**config.mk**
```make
export PLATFORM = sky130hd
export DESIGN_NAME = perc_sched
export DESIGN_NICKNAME = d
export VERILOG_FILES = /design/src/rtl/perc_sched_pkg.sv /design/src/rtl/perc_div.sv /design/src/rtl/perc_sched.sv
export SDC_FILE = /design/constraint.sdc
export NUM_CORES = 1
export LEC_CHECK = 0
export BUFFER_PORTS_ARGS = -buffer_cell sky130_fd_sc_hd__buf_2
export CORE_MARGIN = 3
export CORE_UTILIZATION = 35
export DETAILED_ROUTE_END_ITERATION = 7
export GPL_ROUTABILITY_DRIVEN = 0
export HOLD_SLACK_MARGIN = 0.02
export SLEW_MARGIN = 20
export SYNTH_ARGS = -nofsm -noshare
export SYNTH_HDL_FRONTEND = slang
export SYNTH_SLANG_ARGS = --single-unit
```
**constraint.sdc**
```tcl
create_clock -name clk -period 8.72 [get_ports clk]
set_clock_uncertainty 0.2 [all_clocks]
set_input_delay 0.436 -clock clk [delete_from_list [all_inputs] [get_ports clk]]
set_output_delay 0.436 -clock clk [all_outputs]
set_load 0.01 [all_outputs]
```
**src/rtl/perc_sched_pkg.sv**
```systemverilog
// Shared widths, constants, state encoding and arithmetic helpers for the
// percentage scheduler.
package perc_sched_pkg;

  localparam int N_CH_DEF = 4;
  localparam int OP_W     = 16;
  localparam int DVD_W    = 23;
  localparam int PCT_W    = 8;
  localparam int ITER     = 23;
  localparam int SAT      = 255;
  localparam int CNT_W    = 5;
  localparam int CH_W     = 3;

  typedef enum logic {
    ST_IDLE = 1'b0,
    ST_CALC = 1'b1
  } state_t;

  // Rounded dividend: num*100 + floor(den/2); the worst case still fits in 23 bits.
  function automatic logic [DVD_W-1:0] make_dividend(input logic [OP_W-1:0] num,
                                                     input logic [OP_W-1:0] den);
    return DVD_W'(num) * DVD_W'(100) + DVD_W'(den >> 1);
  endfunction

  function automatic logic [PCT_W-1:0] sat_pct(input logic [DVD_W-1:0] q);
    if (q > DVD_W'(SAT)) return PCT_W'(SAT);
    return q[PCT_W-1:0];
  endfunction

endpackage

```
**src/rtl/perc_div.sv**
```systemverilog
// Restoring divider, one quotient bit per clock, ITER iterations per start.
// done pulses for one cycle on the edge after the last iteration completes.
module perc_div
  import perc_sched_pkg::*;
(
  input  logic             clk,
  input  logic             reset,
  input  logic             start,
  input  logic [DVD_W-1:0] dividend,
  input  logic [OP_W-1:0]  divisor,
  output logic             done,
  output logic [DVD_W-1:0] quotient
);

  logic [DVD_W-1:0] dvd_q;
  logic [DVD_W-1:0] quo_q;
  logic [OP_W-1:0]  dsr_q;
  logic [OP_W-1:0]  rem_q;
  logic [CNT_W-1:0] cnt_q;
  logic             run_q;
  logic             done_q;

  logic [OP_W:0]    trial;
  logic             fits;

  always_comb begin
    trial = {rem_q, dvd_q[DVD_W-1]};
    fits  = (trial >= {1'b0, dsr_q});
  end

  always_ff @(posedge clk) begin
    if (reset) begin
      dvd_q  <= '0;
      quo_q  <= '0;
      dsr_q  <= '0;
      rem_q  <= '0;
      cnt_q  <= '0;
      run_q  <= 1'b0;
      done_q <= 1'b0;
    end else begin
      done_q <= 1'b0;
      if (start) begin
        dvd_q <= dividend;
        dsr_q <= divisor;
        rem_q <= '0;
        quo_q <= '0;
        cnt_q <= CNT_W'(ITER);
        run_q <= 1'b1;
      end else if (run_q) begin
        // Remainder stays below the divisor, so 16 bits always suffice.
        if (fits) rem_q <= OP_W'(trial - {1'b0, dsr_q});
        else      rem_q <= trial[OP_W-1:0];
        quo_q <= {quo_q[DVD_W-2:0], fits};
        dvd_q <= dvd_q << 1;
        cnt_q <= cnt_q - 1'b1;
        if (cnt_q == CNT_W'(1)) begin
          run_q  <= 1'b0;
          done_q <= 1'b1;
        end
      end
    end
  end

  assign done     = done_q;
  assign quotient = quo_q;

endmodule

```
**src/rtl/perc_sched.sv**
```systemverilog
// Round-robin scheduler that grants one channel at a time and computes its
// rounded, saturated percentage num/den with a shared iterative divider.
//
// state   | meaning
// IDLE    | arbitrating; zero-denominator jobs complete here via zero_pend_q
// CALC    | divider running, result registered on divider done
module perc_sched
  import perc_sched_pkg::*;
#(
  parameter int N_CH = N_CH_DEF
)(
  input  logic                 clk,
  input  logic                 reset,
  input  logic                 enable,
  input  logic [N_CH-1:0]      req,
  input  logic [OP_W*N_CH-1:0] numerator,
  input  logic [OP_W*N_CH-1:0] denominator,
  output logic [N_CH-1:0]      ack,
  output logic                 busy,
  output logic                 result_valid,
  output logic [PCT_W-1:0]     percent,
  output logic [CH_W-1:0]      result_ch,
  output logic                 div0
);

  localparam logic [CH_W-1:0] LAST_CH = CH_W'(N_CH - 1);

  state_t           state_q, state_d;
  logic [CH_W-1:0]  rr_ptr_q;
  logic [CH_W-1:0]  cur_ch_q;
  logic             zero_pend_q;

  logic [7:0]       req_pad;
  logic [CH_W:0]    idx;
  logic [CH_W-1:0]  gnt_idx;
  logic             found;
  logic [OP_W-1:0]  num_sel;
  logic [OP_W-1:0]  den_sel;
  logic [N_CH-1:0]  gnt_onehot;
  logic [CH_W-1:0]  rr_next;
  logic             grant_ok;
  logic             div_start;
  logic             div_done;
  logic [DVD_W-1:0] quotient;

  // First set request at or after rr_ptr, wrapping; an X bit never wins.
  always_comb begin
    req_pad = 8'(req);
    idx     = '0;
    gnt_idx = '0;
    found   = 1'b0;
    for (int k = 0; k < N_CH; k++) begin
      idx = {1'b0, rr_ptr_q} + (CH_W+1)'(k);
      if (idx >= (CH_W+1)'(N_CH)) idx = idx - (CH_W+1)'(N_CH);
      if (!found && req_pad[idx[CH_W-1:0]]) begin
        found   = 1'b1;
        gnt_idx = idx[CH_W-1:0];
      end
    end
  end

  always_comb begin
    num_sel = '0;
    den_sel = '0;
    for (int i = 0; i < N_CH; i++) begin
      if (gnt_idx == CH_W'(i)) begin
        num_sel = numerator[OP_W*i +: OP_W];
        den_sel = denominator[OP_W*i +: OP_W];
      end
    end
  end

  always_comb begin
    grant_ok   = (state_q == ST_IDLE) && !zero_pend_q && enable && found;
    div_start  = grant_ok && (den_sel != '0);
    gnt_onehot = N_CH'(1) << gnt_idx;
    rr_next    = (cur_ch_q == LAST_CH) ? '0 : cur_ch_q + 1'b1;
  end

  always_comb begin
    state_d = state_q;
    case (state_q)
      ST_IDLE: if (div_start) state_d = ST_CALC;
      ST_CALC: if (div_done)  state_d = ST_IDLE;
      default: state_d = ST_IDLE;
    endcase
  end

  always_ff @(posedge clk) begin
    if (reset) state_q <= ST_IDLE;
    else       state_q <= state_d;
  end

  always_ff @(posedge clk) begin
    if (reset) begin
      rr_ptr_q     <= '0;
      cur_ch_q     <= '0;
      zero_pend_q  <= 1'b0;
      ack          <= '0;
      busy         <= 1'b0;
      result_valid <= 1'b0;
      percent      <= '0;
      result_ch    <= '0;
      div0         <= 1'b0;
    end else begin
      ack          <= '0;
      result_valid <= 1'b0;
      zero_pend_q  <= 1'b0;
      if (result_valid) busy <= 1'b0;

      if (grant_ok) begin
        ack         <= gnt_onehot;
        busy        <= 1'b1;
        cur_ch_q    <= gnt_idx;
        zero_pend_q <= (den_sel == '0);
      end

      if (zero_pend_q) begin
        result_valid <= 1'b1;
        percent      <= PCT_W'(SAT);
        div0         <= 1'b1;
        result_ch    <= cur_ch_q;
        rr_ptr_q     <= rr_next;
      end else if ((state_q == ST_CALC) && div_done) begin
        result_valid <= 1'b1;
        percent      <= sat_pct(quotient);
        div0         <= 1'b0;
        result_ch    <= cur_ch_q;
        rr_ptr_q     <= rr_next;
      end
    end
  end

  perc_div u_div (
    .clk      (clk),
    .reset    (reset),
    .start    (div_start),
    .dividend (make_dividend(num_sel, den_sel)),
    .divisor  (den_sel),
    .done     (div_done),
    .quotient (quotient)
  );

endmodule

```
Word level (Yosys, flattened, before mapping)
Index checks and enable logic that the tools add are counted.
{"block": "word_totals", "inputBits": 135, "ramBits": 0, "memories": 0, "register_bits": 111, "latch_bits": 0, "out_inout_bits": 18, "elab_cells": 129, "mem_bits_ro": 0}
{"block": "classes", "n_reduce_logical": 21, "n_eq_ne": 5, "bitwise_logic": 3, "n_shift": 1, "div": 0, "add_sub_neg": 11, "order_cmp": 10, "multipliers": 1, "n_mux": 59}
{"cell": "$mux W16", "count": 9}
{"cell": "$mux W23", "count": 2}
{"cell": "$mux W3", "count": 13}
{"cell": "$mux W8", "count": 4}
{"cell": "$mux W1", "count": 24}
{"cell": "$add A23 B15 Y23", "count": 1}
{"cell": "$gt A23 B8 Y1 const B", "count": 1}
{"cell": "$mul A16 B5 Y21 const B", "count": 1}
{"cell": "$ge A17 B16 Y1", "count": 1}
{"cell": "$logic_not A16 Y1", "count": 1}
{"cell": "$lt A3 B4 Y1 const B", "count": 4}
{"cell": "$reduce_bool A16 Y1", "count": 1}
{"cell": "$sub A16 B16 Y16", "count": 1}
{"cell": "$bmux W1 S3", "count": 4}
{"cell": "$ge A4 B3 Y1 const B", "count": 3}
{"cell": "$sub A3 B3 Y3 const B", "count": 4}
{"cell": "$mux W5", "count": 2}
{"cell": "$eq A3 B2 Y1 const B", "count": 3}
{"cell": "$add A3 B2 Y4 const B", "count": 2}
{"cell": "$logic_and A1 B1 Y1", "count": 8}
{"cell": "$reduce_bool A2 Y1", "count": 3}
{"cell": "$eq A5 B1 Y1 const B", "count": 1}
{"cell": "$sub A5 B1 Y5 const B", "count": 1}
{"cell": "$add A3 B1 Y4 const B", "count": 1}
{"cell": "other kinds (10)", "count": 16}

Longest topological paths before layout
Gate-level depths: netlist (run 1).
{"block": "logic_depth", "ltp_word": 23, "mapped_depth": 34, "mapped_depth_nobuf": 28}

By module
A second synthesis (run 1) with hierarchy kept.
{"block": "unflattened", "hier_cells": 1062, "area_unflattened_um2": 8914.8}
{"mod": "perc_sched", "cells_per_inst": 583, "area_per_inst_um2": 4689.5, "instances": 1}
{"mod": "perc_div", "cells_per_inst": 479, "area_per_inst_um2": 4225.3, "instances": 1}

Worst setup path after synthesis (run 1)
OpenSTA, ideal clock, no wires.
{"block": "synth_path", "path_kind": "register to register", "startpoint": "register rr_ptr_q[0]", "endpoint": "register u_div.dvd_q[18]", "path_stages_with_launch": 34, "path_slack_ns": 1.601, "arrival_ns": 6.834, "synth_period_minus_slack_ns": 7.119, "path_cell_list": "dfxtp_1 > buf_2 > inv_1 > ha_1 > mux2_1 > a21oi_1 > nor2_1 > nor3_1 > buf_4 > buf_4 > buf_1 > clkbuf_1 > buf_1 > nor2_1 > a21oi_1 > ha_1 > ha_1 > ha_1 > inv_1 > fa_1 > nor2b_1 > o21ai_0 > a21oi_1 > nor2_1 > xnor2_1 > ha_1 > and2_1 > nand3_1 > nor2_1 > nand3_1 > o2111ai_1 > nand2_1 > xor2_1 > a211oi_1"}
{"block": "synth_via", "elab_chain_len": 22}
{"element": "from (decl)", "line": "perc_sched.sv:29", "text": "logic [CH_W-1:0] rr_ptr_q;"}
{"element": "from (signal assigned)", "line": "perc_sched.sv:123", "text": "rr_ptr_q <= rr_next;"}
{"element": "from (signal assigned)", "line": "perc_sched.sv:129", "text": "rr_ptr_q <= rr_next;"}
{"element": "branches (longest 22 deep; another with $add A3 B1 Y4)"}
{"element": "to (signal assigned)", "line": "perc_div.sv:43", "text": "dvd_q <= dividend;"}
{"element": "to (signal assigned)", "line": "perc_div.sv:54", "text": "dvd_q <= dvd_q << 1;"}
{"element": "to (decl)", "line": "perc_div.sv:15", "text": "logic [DVD_W-1:0] dvd_q;"}
Several ways; the timed one is not identified. The select of a mux whose other input is x is not followed.
A chain may end at the register's enable or synchronous reset.

Worst setup path in the final report (run 1)
{"block": "layout_path", "startpoint": "register rr_ptr_q[0]", "endpoint": "register u_div.dvd_q[22]"}
The elaborated chain is that of the path after synthesis.

==> results.cfg, run 1 <==
[status]
status = completed

[synthesis]
syn_nets = 1336
yosys_warnings = 0
yosys.cell_count.top_type = mux2i_1
synth-compound-area-share = 0.1854
syn_area_per_cell_um2 = 8.289
synth_area_leaders = dfxtp_1, mux2i_1, ha_1
dominantRegCellSynth = dfxtp_1
yosysTopAreaCell = dfxtp_1
ys_ff_latch = 111
synth-adder-area-share = 0.1463
synth_top_family_by_area = compound AO/OA/AOI/OAI gates
synth_edf_count = 0
async_flop_share = 0
synthTopCellsByCount = mux2i_1, dfxtp_1, nor2_1, nand2_1
yosysUniqueCellTypes = 75
synth_simple_gate_area_frac = 0.1686
synth_area_mm2 = 0.009143
synthXorXnorAreaFrac = 0.03545
ys_seq_area_frac = 0.2431
muxShareOfSynthArea = 0.1551
syn_inst = 1103
synth_top_area_frac = 0.2431

[sta]
rsz0062_at_grt = false
min_period_ns = 7.596
setup_viol = 0
maxSlewHeadroom = 0.3722
tightest_slew_ns = 0.9417
drv_slew = 0
fin_crit_sh = 0.8711
finalHoldViolCount = 0
totalNegativeSetupSlack_ns = 0
fmax_mhz = 131.7

[clock_network]
path_clk_slew_ns = 0.08
clock-sinks = 111
cts.path.max_buffers = 2
cts_tree = built
clk-insertion-delay-late_ns = 0.36
post_cts_resize_count = 0
cts_hold_buf = 0
htree_levels = 3
ctsRootBufferMaster = clkbuf_16
cts_setup_buffers = 0
cts_buffers = 9

[detailed_routing]
wirelength_um = 22890
drt_iter0_markers = 355
drtPass1Iterations = 5
ant_nets = 0
drc = 0
wire_per_inst_um = 14.73
vias = 7995
via_per_inst = 5.145

[worst_setup_path]
crit_type = reg2reg
critPathLaunchType = flip-flop
startpoint = rr_ptr_q[0]
rrSetupSlack_ns = 1.12
slowest_stage = a31oi_4
required_ns = 8.80
cp_data_arrival_time_ns = 7.67
timing.rr.start = rr_ptr_q[0]
slowest_delay_ns = 0.69
critPathMaxFanout = 24
rr_worst_depth = 27
critPathCaptureType = flip-flop
worstReg2RegEnd = u_div.dvd_q[22]

[floorplanning]
fp-row-count = 58
die_h_um = 167.6
die_x_um = 167.6
start_util = 0.3600
die_area_mm2 = 0.02810
io-pin-count = 153
core-area_mm2 = 0.02540

[finish]
drive_above_1_share = 0.1855
fin_area_mm2 = 0.01041
fin_nets = 1452
diodes = 0
areaGrowthSynthToFinish_pct = 13.89

[pwr]
p_switching_w = 0.001353
p_int_w = 0.001566
pwr-share-clk = 0.143
pwr_density_cell_mw_per_mm2 = 280.3
vdd_drop_max_mv = 0.1460
pwr-share-seq = 0.204
p_leak_nw = 4.936
switching_share = 0.4635
p_comb_frac = 0.654

[worst_hold_path]
hold_depth = 2
min_from = result_ch[1]
hold_class = reg2reg
whs_endpoint = result_ch[1]

[run]
cap_violations = 0

[grt]
grt_start_max_net_pins = 64
grt_pass1_vias = 7783
grt_overflow = 0
grtUsageTotal = 0.1613
grt_pass1_wl_um = 37960
antenna_found_initial = 0

[placement]
place_hpwl_um = 17940
port_buffers = 152
placed_cell_area_mm2 = 0.01011
-- layout by cell type, fill, tap and decap left out, drive strengths merged, types with 3 or more instances in the layout --
cell type	count
mux2i	112
clkinv	3
a211oi	45
and2	11
and3	10
nor3	25
nand2	93
a311oi	3
or2	3
o21ai	39
nand4	6
xnor2	20
or3	3
dfxtp	111
buf	161
mux2	24
inv	90
fa	12
a31oi	4
nand3	17
o211ai	7
nor4	10
a21oi	84
o21a	5
clkbuf	9
nor2b	19
ha	86
nor2	107
xor2	17
a2111oi	6
nor3b	5
a21o	18
nand2b	11
o2111ai	4
a211o	8
-- area by class of cell --
type,count,area [µm²]
fillers,2600,14990
multi-input cells,849,6321
flip-flops and latches,111,2226
repair buffers,161,828.3
well taps,330,412.9
inverters,87,326.6
clock buffers,9,225.2
clock inverters,7,72.57
-- cell families after synthesis --
family,Yosys count
simple gates,328
compound gates,247
buf+inv,143
mux,137
flops,111
fa+ha+maj,100
xor+xnor,37
-- per-layer routing --
layer / global-route usage / share of wire / vias to the layer above
met1: 0.2102 / 0.47 / 3678
li1: - / - / 4153
met5: 0 / 0 / -
met3: 0.02337 / 0.036 / 20
met2: 0.2811 / 0.48 / 144
met4: 0.04020 / 0.014 / 0
-- critical path: cells and delay by family (launching register included) --
family	cells	cell delay, ns
flip-flops	1	0.63
buffers and inverters	5	0.64
XOR/XNOR	1	0.15
adder cells (fa/ha/maj)	5	1.87
AND/OR/NAND/NOR	5	1.12
AO/OA/AOI/OAI	9	2.49
multiplexers	2	0.43
-- metrics by stage --
stage / setup WS (ns) / instances / total power (W) / util / hold WS, ns
floorplan: 1.601 / 1103 / 0.002129 / - / 0.2363
global placement: 1.381 / 1538 / 0.002483 / 0.3982 / 0.2393
detailed placement: 1.179 / 1538 / 0.002498 / 0.3982 / 0.2457
CTS: 1.158 / 1554 / 0.002931 / 0.4100 / 0.2571
global route: 0.4900 / 1554 / 0.003212 / 0.4100 / 0.2795
finish: 1.124 / 1554 / 0.002919 / 0.4100 / 0.2549
-- power groups by stage --
stage / logic (W) / clock network, W / registers (W)
5_1_grt: 0.00216 / 0.000447 / 0.000601
3_5_place_dp: 0.00189 / 0 / 0.000606
2_1_floorplan: 0.00154 / 0 / 0.000591
3_3_place_gp: 0.00188 / 0 / 0.000605
6_report: 0.00191 / 0.000416 / 0.000594
4_1_cts: 0.00191 / 0.000428 / 0.000594
-- worst max-delay path by stage --
stage / end
floorplan: u_div.dvd_q[18]
global placement: u_div.dvd_q[17]
detailed placement: u_div.dvd_q[22]
CTS: u_div.dvd_q[22]
global route: u_div.dvd_q[22]
finish: u_div.dvd_q[22]
-- registers in the layout, indices dropped and copies added (netlist names), 3 cells and up --
signal,count
u_div.rem_q,16
percent,8
u_div.cnt_q,5
u_div.quotient,23
result_ch,3
cur_ch_q,3
u_div.dsr_q,16
u_div.dvd_q,23
rr_ptr_q,3
ack,4
No activity file was read; power rests on OpenSTA's default activity.
==> inputs of run 2 (changes only) <==
--- a/config.mk
+++ b/config.mk
@@ -9,8 +9,9 @@
 export CORE_MARGIN = 3
 export CORE_UTILIZATION = 35
 export DETAILED_ROUTE_END_ITERATION = 7
-export GPL_ROUTABILITY_DRIVEN = 0
+export GPL_ROUTABILITY_DRIVEN = 1
 export HOLD_SLACK_MARGIN = 0.02
+export PLACE_DENSITY_LB_ADDON = 0.3
 export SLEW_MARGIN = 20
 export SYNTH_ARGS = -nofsm -noshare
 export SYNTH_HDL_FRONTEND = slang
==> constraint.sdc (replaced) <==
create_clock -name clk -period 8.4 [get_ports clk]
set_clock_uncertainty 0.2 [all_clocks]
set_input_delay 0.42 -clock clk [delete_from_list [all_inputs] [get_ports clk]]
set_output_delay 0.42 -clock clk [all_outputs]
set_load 0.01 [all_outputs]
==> run 2 against run 1 <==
Net effect:
- wire length decreased by 2.2%
- highest routed layer unchanged
- combinational power is 3% higher
- global-route usage decreased by 0.43 points
- critical path type unchanged
==> results.cfg, run 2 (synthesis gave the netlist of run 1 again) <==
[clock_network]
cts_buffers = 9
cts_hold_buf = 0
cts_setup_buffers = 0
path_clk_slew_ns = 0.08
post_cts_resize_count = 0
cts_tree = built
ctsRootBufferMaster = clkbuf_16
cts.path.max_buffers = 2
clk-insertion-delay-late_ns = 0.36
htree_levels = 3
clock-sinks = 111

[worst_setup_path]
critPathLaunchType = flip-flop
crit_type = reg2reg
crit_buf_inv = 5
rr_worst_depth = 26
critPathMaxFanout = 25
endpoint = u_div.dvd_q[22]
cp_data_arrival_time_ns = 7.53
worstReg2RegEnd = u_div.dvd_q[22]
path_delay_family = adder cells
slowest_delay_ns = 0.66
critPathCaptureType = flip-flop
slowest_stage = nor3_2
rrSetupSlack_ns = 0.94
timing.rr.start = rr_ptr_q[0]
path_depth = 26
startpoint = rr_ptr_q[0]
required_ns = 8.47

[sta]
fin_crit_sh = 0.8876
totalNegativeSetupSlack_ns = 0
finalHoldViolCount = 0
maxSlewHeadroom = 0.4115
setup_viol = 0
rsz0062_at_grt = false
fmax_mhz = 134.1
tightest_slew_ns = 0.8828
holdWs_ns = 0.2611
finalWorstSetupSlack_ns = 0.9439
drv_slew = 0
min_period_ns = 7.456

[detailed_routing]
drt_iter0_markers = 486
wire_per_inst_um = 14.39
drc = 0
wirelength_um = 22380
ant_nets = 0
drtPass1Iterations = 5
via_per_inst = 5.111
vias = 7953

[placement]
dp_slack_ns = 1.021
place_hpwl_um = 17490
globalplace.congestion = 0.8482
port_buffers = 152

[finish]
layout_common_cells = buf_2, mux2i_1, dfxtp_1
drive_above_1_share = 0.1868
final_common_cell = buf_2
fin_nets = 1454
diodes = 0
areaGrowthSynthToFinish_pct = 14.16

[floorplanning]
start_util = 0.3600
fp-row-count = 58
core-area_mm2 = 0.02540
die_h_um = 167.6
die_area_mm2 = 0.02810
io-pin-count = 153
die_x_um = 167.6

[grt]
antenna_found_initial = 0
grtUsageTotal = 0.1570
grt_pass1_wl_um = 37120
grt_start_max_net_pins = 87
grt_overflow = 0
grt_pass1_vias = 7516

[pwr]
vdd_drop_max_mv = 0.1554
pwr_density_cell_mw_per_mm2 = 288.8
p_leak_nw = 4.948

[status]
status = completed

[run]
cap_violations = 0

[worst_hold_path]
hold_class = reg2reg
## run 2: cell types whose count changed in the layout (fill, tap and decap cells not counted)
cell,before,now
buf_4,9,10
inv_6,2,3
inv_8,2,1
buf_12,0,1
## run 2: stage by stage
stage	total power, W	cell area [µm²]	utilization	instances
5_1_grt	0.003325	10440	0.4109	1556
6_report	0.003014	10440	0.4109	1556
4_1_cts	0.003023	10420	0.4101	1555
3_5_place_dp	0.002584	10120	0.3985	1539
3_3_place_gp	0.002571	10120	0.3985	1539
2_1_floorplan	0.002210	9143	-	1103
## run 2: how the worst min path moves through the flow
stage / end / depth (start not counted) / from
global placement: result_ch[2] / 2 / result_ch[2]
detailed placement: result_ch[2] / 2 / result_ch[2]
floorplan: u_div.dsr_q[10] / 2 / u_div.dsr_q[10]
CTS: result_ch[2] / 2 / result_ch[2]
global route: result_ch[1] / 2 / result_ch[1]
finish: result_ch[1] / 2 / result_ch[1]
## run 2: worst register-to-register path: stages (launching register included)
cell and delay (ns):
dfxtp_1 0.64, inv_1 0.13, ha_1 0.43, mux2_1 0.36
a21oi_1 0.14, nor2_1 0.07, nor3_2 0.66, buf_4 0.39
mux2_2 0.40, inv_1 0.09, ha_1 0.24, ha_1 0.28
inv_1 0.05, fa_1 0.50, inv_1 0.04, ha_1 0.37
a21o_1 0.21, a21oi_1 0.20, o21ai_0 0.11, a221o_1 0.37
a21o_1 0.17, nor3_1 0.39, nand3_1 0.15, nor3_1 0.29
nand2_1 0.11, xnor2_1 0.15, a211oi_1 0.22
## run 2: cell type report
| class | count | area [µm²] |
|---|---|---|
| clock inverter | 7 | 70.07 |
| inverter | 87 | 326.6 |
| tap | 330 | 412.9 |
| multi-input combinational | 849 | 6321 |
| timing repair buffer | 163 | 855.8 |
| fill | 2607 | 14960 |
| clock buffer | 9 | 225.2 |
| sequential | 111 | 2226 |
## run 2: metal layers
metal  wire (µm)  vias up  global-route usage
met4         312        0             0.03451
met3         820       22             0.02314
met2       10460      171              0.2649
li1            -     4162                   -
met1       10790     3598              0.2133
met5           0        -                   0
## run 2: power breakdown
| part | internal, W | leakage, nW | switching [W] |
|---|---|---|---|
| Sequential | 0.000580 | 0.906 | 0.0000298 |
| Combinational | 0.000834 | 3.90 | 0.00114 |
| Clock | 0.000210 | 0.142 | 0.000219 |
| Total | 0.00162 | 4.95 | 0.00139 |
==> inputs of run 3 (changes only) <==
--- a/config.mk
+++ b/config.mk
@@ -5,6 +5,7 @@
 export SDC_FILE = /design/constraint.sdc
 export NUM_CORES = 1
 export LEC_CHECK = 0
+export ABC_AREA = 1
 export BUFFER_PORTS_ARGS = -buffer_cell sky130_fd_sc_hd__buf_2
 export CORE_MARGIN = 3
 export CORE_UTILIZATION = 35
==> run 3 against run 2 <==
Net effect:
- first-iteration DRC count fell by 2.1%
- fmax rose by 3.9%
- utilization rose by 0.10 points
- non-clock buffer count fell by 8
- sequential power rose by 0.8%
- critical endpoint unchanged
==> results.cfg, run 3 <==
[sta]
finalHoldViolCount = 0
tightest_slew_ns = 0.7632
maxSlewHeadroom = 0.4900
rsz0062_at_grt = false
min_period_ns = 7.176
finalWorstSetupSlack_ns = 1.224
fmax_mhz = 139.3
totalNegativeSetupSlack_ns = 0
setup_viol = 0
fin_crit_sh = 0.8543
drv_slew = 0

[worst_setup_path]
required_ns = 8.42
crit_type = reg2reg
path_common_cell = inv_1
critPathMaxFanout = 27
critPathCaptureType = flip-flop
critPathLaunchType = flip-flop
cp_data_arrival_time_ns = 7.20
slowest_stage = dfxtp_1
slowest_delay_ns = 0.61
rr_worst_depth = 39

[synthesis]
yosys.cell_count.top_type = nand2_1
synth_edf_count = 0
ys_ff_latch = 111
yosysTopAreaCell = dfxtp_1
synthTopCellsByCount = nand2_1, inv_1, a21oi_1, dfxtp_1, nor2_1
async_flop_share = 0
ys_seq_area_frac = 0.2478
synth_top_area_frac = 0.2478
syn_nets = 1565
yosysUniqueCellTypes = 60
syn_area_per_cell_um2 = 6.733
yosys_warnings = 0
dominantRegCellSynth = dfxtp_1
synth_area_mm2 = 0.008969
synth_area_leaders = dfxtp_1, nand2_1, ha_1
syn_inst = 1332

[detailed_routing]
ant_nets = 0
wirelength_um = 24390
drc = 0
via_per_inst = 5.002
drtPass1Iterations = 6
wire_per_inst_um = 13.68
drt_iter0_markers = 476
vias = 8918

[grt]
grtUsageTotal = 0.1728
antenna_found_initial = 0
grt_pass1_wl_um = 40230
grt_overflow = 0
grt_pass1_vias = 8328
grt_start_max_net_pins = 61

[finish]
layout_common_cells = nand2_1, inv_1, buf_2
fin_area_mm2 = 0.01019
diodes = 0
fin_nets = 1687
final_common_cell = nand2_1
final_cells = 1783
utilization = 0.4120
areaGrowthSynthToFinish_pct = 13.67
drive_above_1_share = 0.1474
fillers = 2647

[clock_network]
cts_tree = built
clock-sinks = 111
path_clk_slew_ns = 0.09
htree_levels = 3
cts.path.max_buffers = 2
cts_buffers = 9
clk-insertion-delay-late_ns = 0.36
cts_hold_buf = 0
post_cts_resize_count = 0
ctsRootBufferMaster = clkbuf_16
cts_setup_buffers = 0

[placement]
globalplace.congestion = 0.9358
port_buffers = 152
dp_slack_ns = 1.294
placed_cells = 1767
placed_cell_area_mm2 = 0.009894
place_hpwl_um = 19570

[run]
cap_violations = 0

[floorplanning]
core-area_mm2 = 0.02475
io-pin-count = 153
die_x_um = 166.1
start_util = 0.3624
die_area_mm2 = 0.02758
fp-row-count = 57
die_h_um = 166.1

[pwr]
p_leak_nw = 5.077
pwr-share-clk = 0.147
pwr_density_cell_mw_per_mm2 = 288.4
p_switching_w = 0.001442
p_comb_frac = 0.644
switching_share = 0.4904
p_int_w = 0.001499
vdd_drop_max_mv = 0.1358
pwr-share-seq = 0.209

[worst_hold_path]
hold_class = in2reg
hold_depth = 3

[status]
status = completed
run 3: changes by cell type in the layout (fill, tap and decap cells not counted), moves of 11 or more:
cell | before | now
mux2_2 | 22 | 0
nor3_1 | 24 | 12
a21oi_1 | 84 | 123
mux2i_1 | 112 | 5
nand4_1 | 5 | 26
nor2b_1 | 19 | 0
inv_1 | 86 | 184
a211oi_1 | 34 | 9
nand2_1 | 93 | 328
a21o_1 | 18 | 7
o21ai_0 | 36 | 64
nor2_1 | 107 | 94
nand3_1 | 17 | 83
run 3: routing by layer:
metal / routed length, µm / track usage
met1: 11210 / 0.2216
met2: 11380 / 0.3004
met3: 1261 / 0.02999
met4: 537 / 0.04593
met5: 0 / 0
run 3: path summary, 6_finish.rpt:
| check | startpoint | to | slack, ns |
|---|---|---|---|
| worst min-delay path | denominator[51] | u_div.dsr_q[3] | 0.19 |
| worst max-delay path | rr_ptr_q[0] | u_div.dvd_q[22] | 1.22 |
| worst min register to register | result_valid | busy | 0.25 |
| worst max register to register | rr_ptr_q[0] | u_div.dvd_q[22] | 1.22 |
run 3: logic make-up (layout without fill, tap and decap cells):
group                    count (synthesis)  count (layout)  synth area share
XOR/XNOR                                33              33           0.03223
AND/OR/NAND/NOR                        588             588            0.2860
flip-flops                             111             111            0.2478
AO/OA/AOI/OAI                          258             258            0.1702
adder cells (fa/ha/maj)                 98              98            0.1468
buffers and inverters                  239             366            0.1115
multiplexers                             5               5          0.005581
run 3: cell type report:
class / count / area, µm² / area share
timing repair buffer: 155 / 783.3 / 0.07683
sequential: 111 / 2226 / 0.2183
multi-input combinational: 982 / 5747 / 0.5637
inverter: 195 / 735.7 / 0.07216
clock inverter: 7 / 72.57 / 0.007118
tap: 324 / 405.4 / 0.03976
clock buffer: 9 / 225.2 / 0.02209
run 3: power by group through the flow:
stage	sequential, W	clock (W)	combinational, W
after floorplan	0.000612	0	0.00150
after global placement	0.000625	0	0.00187
after detailed placement	0.000626	0	0.00188
after CTS	0.000614	0.000447	0.00189
after global routing	0.000622	0.000463	0.00218
final	0.000615	0.000432	0.00189
run 3: per-stage QoR:
step / hold slack [ns] / total power (W)
global placement: 0.2302 / 0.002491
detailed placement: 0.2438 / 0.002504
CTS: 0.1876 / 0.002949
finish: 0.1899 / 0.002940
global route: 0.1944 / 0.003263
floorplan: 0.2331 / 0.002111
run 3: worst max-delay path, delay by kind of cell (launching register included):
family          cells  cell delay [ns]
buf+inv             9             0.88
fa+ha+maj           5             1.79
compound gates      6             0.97
simple gates       19             2.54
flops               1             0.61
